<file path="src/rtl/loop_ctrl.sv">
// Loop-address stack sequencer for the BF core's '[' and ']' instructions.
// Drives the stack strobes and PC redirects, and runs the forward-skip scan.
module loop_ctrl #(
  parameter int PC_WIDTH    = 8,
  parameter int DEPTH_WIDTH = 5,
  parameter int SKIP_WIDTH  = 8
) (
  input  logic                   clk,
  input  logic                   rst,
  input  logic                   op_valid,
  output logic                   op_ready,
  input  logic                   op_open,
  input  logic                   op_close,
  input  logic [PC_WIDTH-1:0]    op_pc,
  input  logic                   cell_zero,
  output logic                   skip,
  output logic                   pc_load,
  output logic [PC_WIDTH-1:0]    pc_target,
  output logic [PC_WIDTH-1:0]    stk_pushd,
  output logic                   stk_push_en,
  output logic                   stk_pop_en,
  input  logic [PC_WIDTH-1:0]    stk_top,
  output logic [DEPTH_WIDTH:0]   loop_depth,
  output logic                   err,
  output logic [1:0]             err_code
);

  localparam logic [1:0] ST_IDLE  = 2'd0;
  localparam logic [1:0] ST_SKIP  = 2'd1;
  localparam logic [1:0] ST_ERROR = 2'd2;

  localparam logic [1:0] CODE_NONE  = 2'b00;
  localparam logic [1:0] CODE_OVF   = 2'b01;
  localparam logic [1:0] CODE_UNF   = 2'b10;
  localparam logic [1:0] CODE_SKOVF = 2'b11;

  localparam logic [DEPTH_WIDTH:0]  DEPTH_ZERO = {(DEPTH_WIDTH+1){1'b0}};
  localparam logic [DEPTH_WIDTH:0]  DEPTH_ONE  = {{DEPTH_WIDTH{1'b0}}, 1'b1};
  localparam logic [DEPTH_WIDTH:0]  DEPTH_MAX  = {1'b1, {DEPTH_WIDTH{1'b0}}};
  localparam logic [SKIP_WIDTH-1:0] SKIP_ZERO  = {SKIP_WIDTH{1'b0}};
  localparam logic [SKIP_WIDTH-1:0] SKIP_ONE   = {{(SKIP_WIDTH-1){1'b0}}, 1'b1};
  localparam logic [SKIP_WIDTH-1:0] SKIP_MAX   = {SKIP_WIDTH{1'b1}};
  localparam logic [PC_WIDTH-1:0]   PC_ONE     = {{(PC_WIDTH-1){1'b0}}, 1'b1};

  logic [1:0]            state_q, state_d;
  logic [DEPTH_WIDTH:0]  depth_q, depth_d;
  logic [SKIP_WIDTH-1:0] skip_cnt_q, skip_cnt_d;
  logic                  err_q, err_d;
  logic [1:0]            err_code_q, err_code_d;
  logic                  accept_s;
  logic                  push_s, pop_s, load_s;

  // A strobe raised while rst is high would be dropped by the stack anyway;
  // gating it here keeps the outputs clean during reset.
  assign accept_s = op_valid & op_ready & ~rst;

  // Next-state, counter and strobe decode for the accepted instruction.
  always_comb begin
    state_d    = state_q;
    depth_d    = depth_q;
    skip_cnt_d = skip_cnt_q;
    err_d      = err_q;
    err_code_d = err_code_q;
    push_s     = 1'b0;
    pop_s      = 1'b0;
    load_s     = 1'b0;
    case (state_q)
      ST_IDLE: begin
        if (accept_s) begin
          if (op_open) begin
            if (cell_zero) begin
              skip_cnt_d = SKIP_ONE;
              state_d    = ST_SKIP;
            end else if (depth_q == DEPTH_MAX) begin
              state_d    = ST_ERROR;
              err_d      = 1'b1;
              err_code_d = CODE_OVF;
            end else begin
              push_s  = 1'b1;
              depth_d = depth_q + DEPTH_ONE;
            end
          end else if (op_close) begin
            if (depth_q == DEPTH_ZERO) begin
              state_d    = ST_ERROR;
              err_d      = 1'b1;
              err_code_d = CODE_UNF;
            end else if (cell_zero) begin
              pop_s   = 1'b1;
              depth_d = depth_q - DEPTH_ONE;
            end else begin
              load_s = 1'b1;
            end
          end else begin
            state_d = ST_IDLE;
          end
        end else begin
          state_d = ST_IDLE;
        end
      end
      ST_SKIP: begin
        // Nesting is tracked only by the counter; the stack is left alone.
        if (accept_s) begin
          if (op_open) begin
            if (skip_cnt_q == SKIP_MAX) begin
              state_d    = ST_ERROR;
              err_d      = 1'b1;
              err_code_d = CODE_SKOVF;
            end else begin
              skip_cnt_d = skip_cnt_q + SKIP_ONE;
            end
          end else if (op_close) begin
            skip_cnt_d = skip_cnt_q - SKIP_ONE;
            if (skip_cnt_q == SKIP_ONE) begin
              state_d = ST_IDLE;
            end else begin
              state_d = ST_SKIP;
            end
          end else begin
            state_d = ST_SKIP;
          end
        end else begin
          state_d = ST_SKIP;
        end
      end
      ST_ERROR: begin
        state_d = ST_ERROR;
      end
      default: begin
        // Unreachable encoding: lock up in ERROR until rst.
        state_d = ST_ERROR;
        err_d   = 1'b1;
      end
    endcase
  end

  // State, counters and sticky error register.
  always_ff @(posedge clk) begin
    if (rst) begin
      state_q    <= ST_IDLE;
      depth_q    <= DEPTH_ZERO;
      skip_cnt_q <= SKIP_ZERO;
      err_q      <= 1'b0;
      err_code_q <= CODE_NONE;
    end else begin
      state_q    <= state_d;
      depth_q    <= depth_d;
      skip_cnt_q <= skip_cnt_d;
      err_q      <= err_d;
      err_code_q <= err_code_d;
    end
  end

  assign op_ready    = (state_q != ST_ERROR);
  assign skip        = (state_q == ST_SKIP);
  assign pc_load     = load_s;
  assign pc_target   = stk_top + PC_ONE;
  assign stk_pushd   = op_pc;
  assign stk_push_en = push_s;
  assign stk_pop_en  = pop_s;
  assign loop_depth  = depth_q;
  assign err         = err_q;
  assign err_code    = err_code_q;

endmodule

</file>
<file path="config.mk">
export PLATFORM = sky130hd
export DESIGN_NAME = loop_ctrl
export DESIGN_NICKNAME = d
export VERILOG_FILES = /design/src/rtl/loop_ctrl.sv
export SDC_FILE = /design/constraint.sdc
export NUM_CORES = 1
export LEC_CHECK = 0
export CAP_MARGIN = 20
export CORE_MARGIN = 2
export CORE_UTILIZATION = 55
export DETAILED_ROUTE_END_ITERATION = 8
export DONT_BUFFER_PORTS = 1
export PLACE_DENSITY = 0.74
export RECOVER_POWER = 25
export SYNTH_ARGS = -nofsm -noshare
export SYNTH_HDL_FRONTEND = slang
export SYNTH_SLANG_ARGS = --single-unit
</file>
<file path="constraint.sdc">
create_clock -name clk -period 2.03 [get_ports clk]
set_input_delay 0.3045 -clock clk [delete_from_list [all_inputs] [get_ports clk]]
set_output_delay 0.3045 -clock clk [all_outputs]
set_load 0.01 [all_outputs]
</file>
== Word level (Yosys, flattened, before mapping) ==
Index checks and enable logic that the tools add are counted.
Widths: inputs -> output; s select.
Operators by class
  reductions and logical operators: 10
  bitwise operators: 4
  multiplexer cells: 62
  eq/ne operators: 24
  add/sub/neg operators: 5
Operators with widths (count)
  $mux 8: 7
  $mux 2: 18
  $mux 6: 6
  $mux 1: 27
  $ne 3x3->1 const B: 6
  $reduce_and 9->1: 2
  $add 8x1->8 const B: 2
  $ne 2x2->1 const B: 8
  $pmux 8 s2: 1
  $reduce_and 7->1: 2
  $ne 5x5->1 const B: 2
  $eq 8x1->1 const B: 1
  $eq 8x8->1 const B: 1
  $pmux 2 s2: 2
  $sub 8x1->8 const B: 1
  $add 6x1->6 const B: 1
  $eq 6x6->1 const B: 1
  $logic_not 6->1: 1
  $reduce_bool 2->1: 3
  $sub 6x1->6 const B: 1
  $ne 2x1->1 const B: 2
  $ne 4x3->1 const B: 1
  $pmux 1 s3: 1
  $reduce_and 3->1: 1
  5 further kinds: 7
Word-level totals
  input bits: 22
  register bits: 19

== Depth between registers and ports, before layout ==
  word-level depth: 6
  gate-level depth with buffers: 8
  gate-level depth less buffers: 7

== Worst setup path after synthesis ==
Ideal clock, no wire load.
  path kind: in2reg
  start: input op_open
  end: register depth_q[5], in the netlist loop_depth[5]
  path slack: 0.029 ns
  data arrival time: 1.884 ns
  stages on the path: 8
  path buffers: 1
  required time: 1.914 ns
  path through: buf_4 -> clkinv_1 -> ha_1 -> o21ai_0 -> nor2_1 -> mux2i_1 -> a311oi_1 -> a41o_1
On the way
  longest elaborated chain between the ends: 2
RTL lines
  from (decl): RTL line 12  | input logic op_open,
  $ne 2x2->1 (no line) or $reduce_bool 2->1 (tied branches)
  $reduce_and 7->1 (no line)
  to (signal assigned): RTL line 146  | depth_q <= depth_d;
  to (decl): RTL line 46  | logic [DEPTH_WIDTH:0] depth_q, depth_d;
Several ways; a longest one is shown, not always the timed one.
A chain may end at the register's enable or synchronous reset.

== Final worst setup path ==
  start: register depth_q[2], in the netlist loop_depth[2]
  end: output pc_load
On the way
  longest elaborated chain between the ends: 6
RTL lines
  $logic_not 6->1: RTL line 83  | if (depth_q == DEPTH_ZERO) begin
  $mux 1: RTL line 83
  $mux 1: RTL line 82  | end else if (op_close) begin
  $mux 1: RTL line 70  | if (op_open) begin
  $mux 1: RTL line 69  | if (accept_s) begin
  $mux 1: RTL line 67  | case (state_q)
  to (decl): RTL line 17  | output logic pc_load,
No other way between the ends.

==> run_results.csv <==
group,metric,value,unit
run_status,status,"complete, but fails checks",
run_status,violations,"setup timing",
timing,fin_crit,2.04,ns
yosys,synth-edff-count,0,
timing,hold_viol_final,0,
cells_and_area,nNetsFinal,212,
yosys,ys_seq_area_frac,0.242,
place,dp.final_hpwl,2.70,mm
global_routing,grt_pass1_vias,1370,
setup_path,timing.rr.start,"loop_depth[2]",
worst_hold_path,min_from,"rst",
clock_tree,clock_sinks,19,
clock_tree,clk_latency,0.30,ns
yosys,synth_ff_type,"dfxtp_1",
setup_path,cp_max_fo,4,
timing,setup_ws,-0.00604,ns
place,portBuffers,0,
timing,finalSetupTns,-0.00813,ns
route,top_layer_used,"met4",
place,place_ws,-0.0413,ns
yosys,syn_avg_cell_area,8.55,µm²
yosys,yosysTopAreaCell,"dfxtp_1",
route,met1Wirelength,1.39,mm
cells_and_area,fin_util,0.595,
global_routing,antenna_found_initial,0,
run,max-cap-violations,0,
timing,worstMarginPinSlew,0.499,ns
floorplan,io_pins,52,
setup_path,crit_type,"register to primary output",
global_routing,grtUsageTotal,0.227,
worst_hold_path,hold_end,"loop_depth[3]",
floorplan,die_y,57.5,µm
route,routed-via-count,1391,
route,wirelength,3.55,mm
clock_tree,postCtsHoldBufs,0,
route,dr_wl_met2,1.92,mm
timing,hold_slack,0.0530,ns
route,avgRoutedWirePerCell,16.8,µm
timing,skew,0.00312,ns
yosys,yosys_register_bits,19,
yosys,syn_inst,184,
pwr,p_leak,0.593,nW
pwr,power_density,479,nW/µm²
floorplan,dieWidth,57.5,µm
setup_path,reg2reg_to,"loop_depth[5]",
yosys,netlist_top_cells_area,"dfxtp_1, xnor2_1, ha_1",
clock_tree,cts_made_buffers,3,
route,ant_nets,0,
global_routing,grt_max_degree,21,
clock_tree,htree_levels,1,
worst_hold_path,min_path_type,"input pin to register",
yosys,synth_cell_types,61,
yosys,syn-num-nets,215,
setup_path,endpoint_kind,"primary output",
setup_path,r2r_cells,5,
timing,rsz0062_at_grt,"yes",
floorplan,start_util,0.576,
route,drt_first_iter_violations,32,
pwr,power,778,µW
floorplan,design.core.area,2730,µm²
route,viasPerCell,6.59,
clock_tree,cts.clk_slew.worst_paths,0.12,ns
timing,slew_headroom,0.667,
yosys,yosysWarnings,0,
cells_and_area,diodes,0,
global_routing,grt-ovfl-total,0,
clock_tree,cts_tree,"done",
clock_tree,cts_max_path_buffers,2,
setup_path,r2r_setup_slack,0.13,ns
clock_tree,cts_root_buf,"clkbuf_4",
timing,setup_viol,2,
pwr,worst_ir_drop_vdd,0.334,mV
yosys,async_flop_share,0,
floorplan,design.die.area,3310,µm²
timing,maxSlewViolCount,0,
timing,max_freq,491,MHz
timing,fin_crit_sh,1.00,
route,wl_met3,200,µm
global_routing,grt_pass1_wl,6.10,mm
setup_path,arrival,1.73,ns
cells_and_area,drive_above_1_share,0.183,
setup_path,crit_path_start_kind,"register",
place,gp_congestion,0.804,
setup_path,crit_required,1.73,ns
yosys,synthesis.area,1570,µm²
worst_hold_path,hold_depth,1,
cells_and_area,syn2layout_area_growth,3.26,%
floorplan,fp-row-count,19,
route,remaining_drc_errors,0,
yosys,synth_top_area_share,0.242,
route,first_pass_iters,4,
[layout by cell type, fill, tap and decap left out, drive strengths merged, types with 2 or more instances in the layout]
cell type  instances
dfxtp             19
nor2              16
xnor2             12
nand2             10
a21oi             10
inv                8
ha                 8
buf                8
nor3               8
a211oi             6
nand4              4
nand3              4
mux2i              4
clkbuf             4
o21ai              4
nor2b              3
nand2b             3
and3               3
a31o               3
nor3b              3
xor2               2
or4                2
o311ai             2
a21o               2
a211o              2
a221oi             2
nor4b              2
nor4               2
[metal layers]
layer	up-vias	global-route usage
li1	669	-
met3	8	0.0454
met1	658	0.280
met2	56	0.398
met4	0	0.0664
met5	-	0
[Yosys cell counts (2+ instances only)]
master     n
dfxtp_1   19
nor2_1    16
xnor2_1   12
buf_4     10
nand2_1   10
a21oi_1    9
ha_1       8
inv_1      8
nor3_1     8
a211oi_1   5
mux2i_1    4
nand3_1    4
nand4_1    4
a31o_2     3
and3_1     3
buf_2      3
nand2b_1   3
nor2b_1    3
a211o_1    2
a21o_1     2
a221oi_1   2
nor3b_1    2
nor4_1     2
o21ai_0    2
o311ai_1   2
or4_4      2
xor2_1     2
[state kept, by name, indices dropped and copies added, names as in the netlist]
| register | count |
|---|---|
| err | 1 |
| skip_cnt_q | 8 |
| loop_depth | 6 |
| state_q | 2 |
| err_code | 2 |
[where the power goes]
part	total, mW	internal [mW]	leakage (nW)	switching, mW
registers	0.405	0.384	0.155	0.0210
clock network	0.204	0.0765	0.0150	0.127
logic	0.169	0.0791	0.423	0.0899
total	0.778	0.540	0.593	0.238
[worst max-delay path, stage by stage, from the launching register on]
cell and delay (ns):
dfxtp_4 0.39, or4_4 0.54, or3_4 0.36, nand2_2 0.07, nor3_1 0.07
[logic make-up (layout without fill, tap and decap cells)]
kind of cell / Yosys count / count (layout) / share of synthesized area
adders and majority gates: 9 / 9 / 0.0763
and+or+nand+nor: 67 / 67 / 0.244
xor gates and xnor gates: 14 / 14 / 0.0779
buffers and inverters: 25 / 21 / 0.0914
DFF: 19 / 19 / 0.242
AOI/OAI and AO/OA: 46 / 46 / 0.243
muxes: 4 / 4 / 0.0254
[worst max path at each step]
| stage | from | endpoint | slack [ns] | depth (start not counted) |
|---|---|---|---|---|
| global placement | skip_cnt_q[0] | skip_cnt_q[0] | 0.06 | 6 |
| finish | loop_depth[2] | pc_load | -0.006 | 4 |
| CTS | loop_depth[2] | pc_load | -0.004 | 4 |
| floorplan | op_open | loop_depth[5] | 0.03 | 8 |
| global route | loop_depth[2] | pc_load | -0.08 | 4 |
| detailed placement | skip_cnt_q[0] | skip_cnt_q[0] | -0.04 | 6 |
[what timing repair did]
item	CTS	global route
setup endpoints to repair	3	4
buffers inserted	0	2
pin swaps	0	1
gates resized for setup	6	3
[cell type report]
class / instances / area (µm²)
Clock buffer: 4 / 26.3
Tap cell: 31 / 38.8
Fill cell: 246 / 1110
Inverter: 9 / 33.8
Timing Repair Buffer: 8 / 60.1
Multi-Input combinational cell: 140 / 1080
Sequential cell: 19 / 385
[per-stage QoR]
stage / cell area [µm²] / instances
2_1_floorplan: 1570 / 184
3_3_place_gp: 1550 / 205
3_5_place_dp: 1550 / 205
4_1_cts: 1590 / 209
5_1_grt: 1630 / 211
6_report: 1630 / 211
Power figures use the tool's default switching activity.
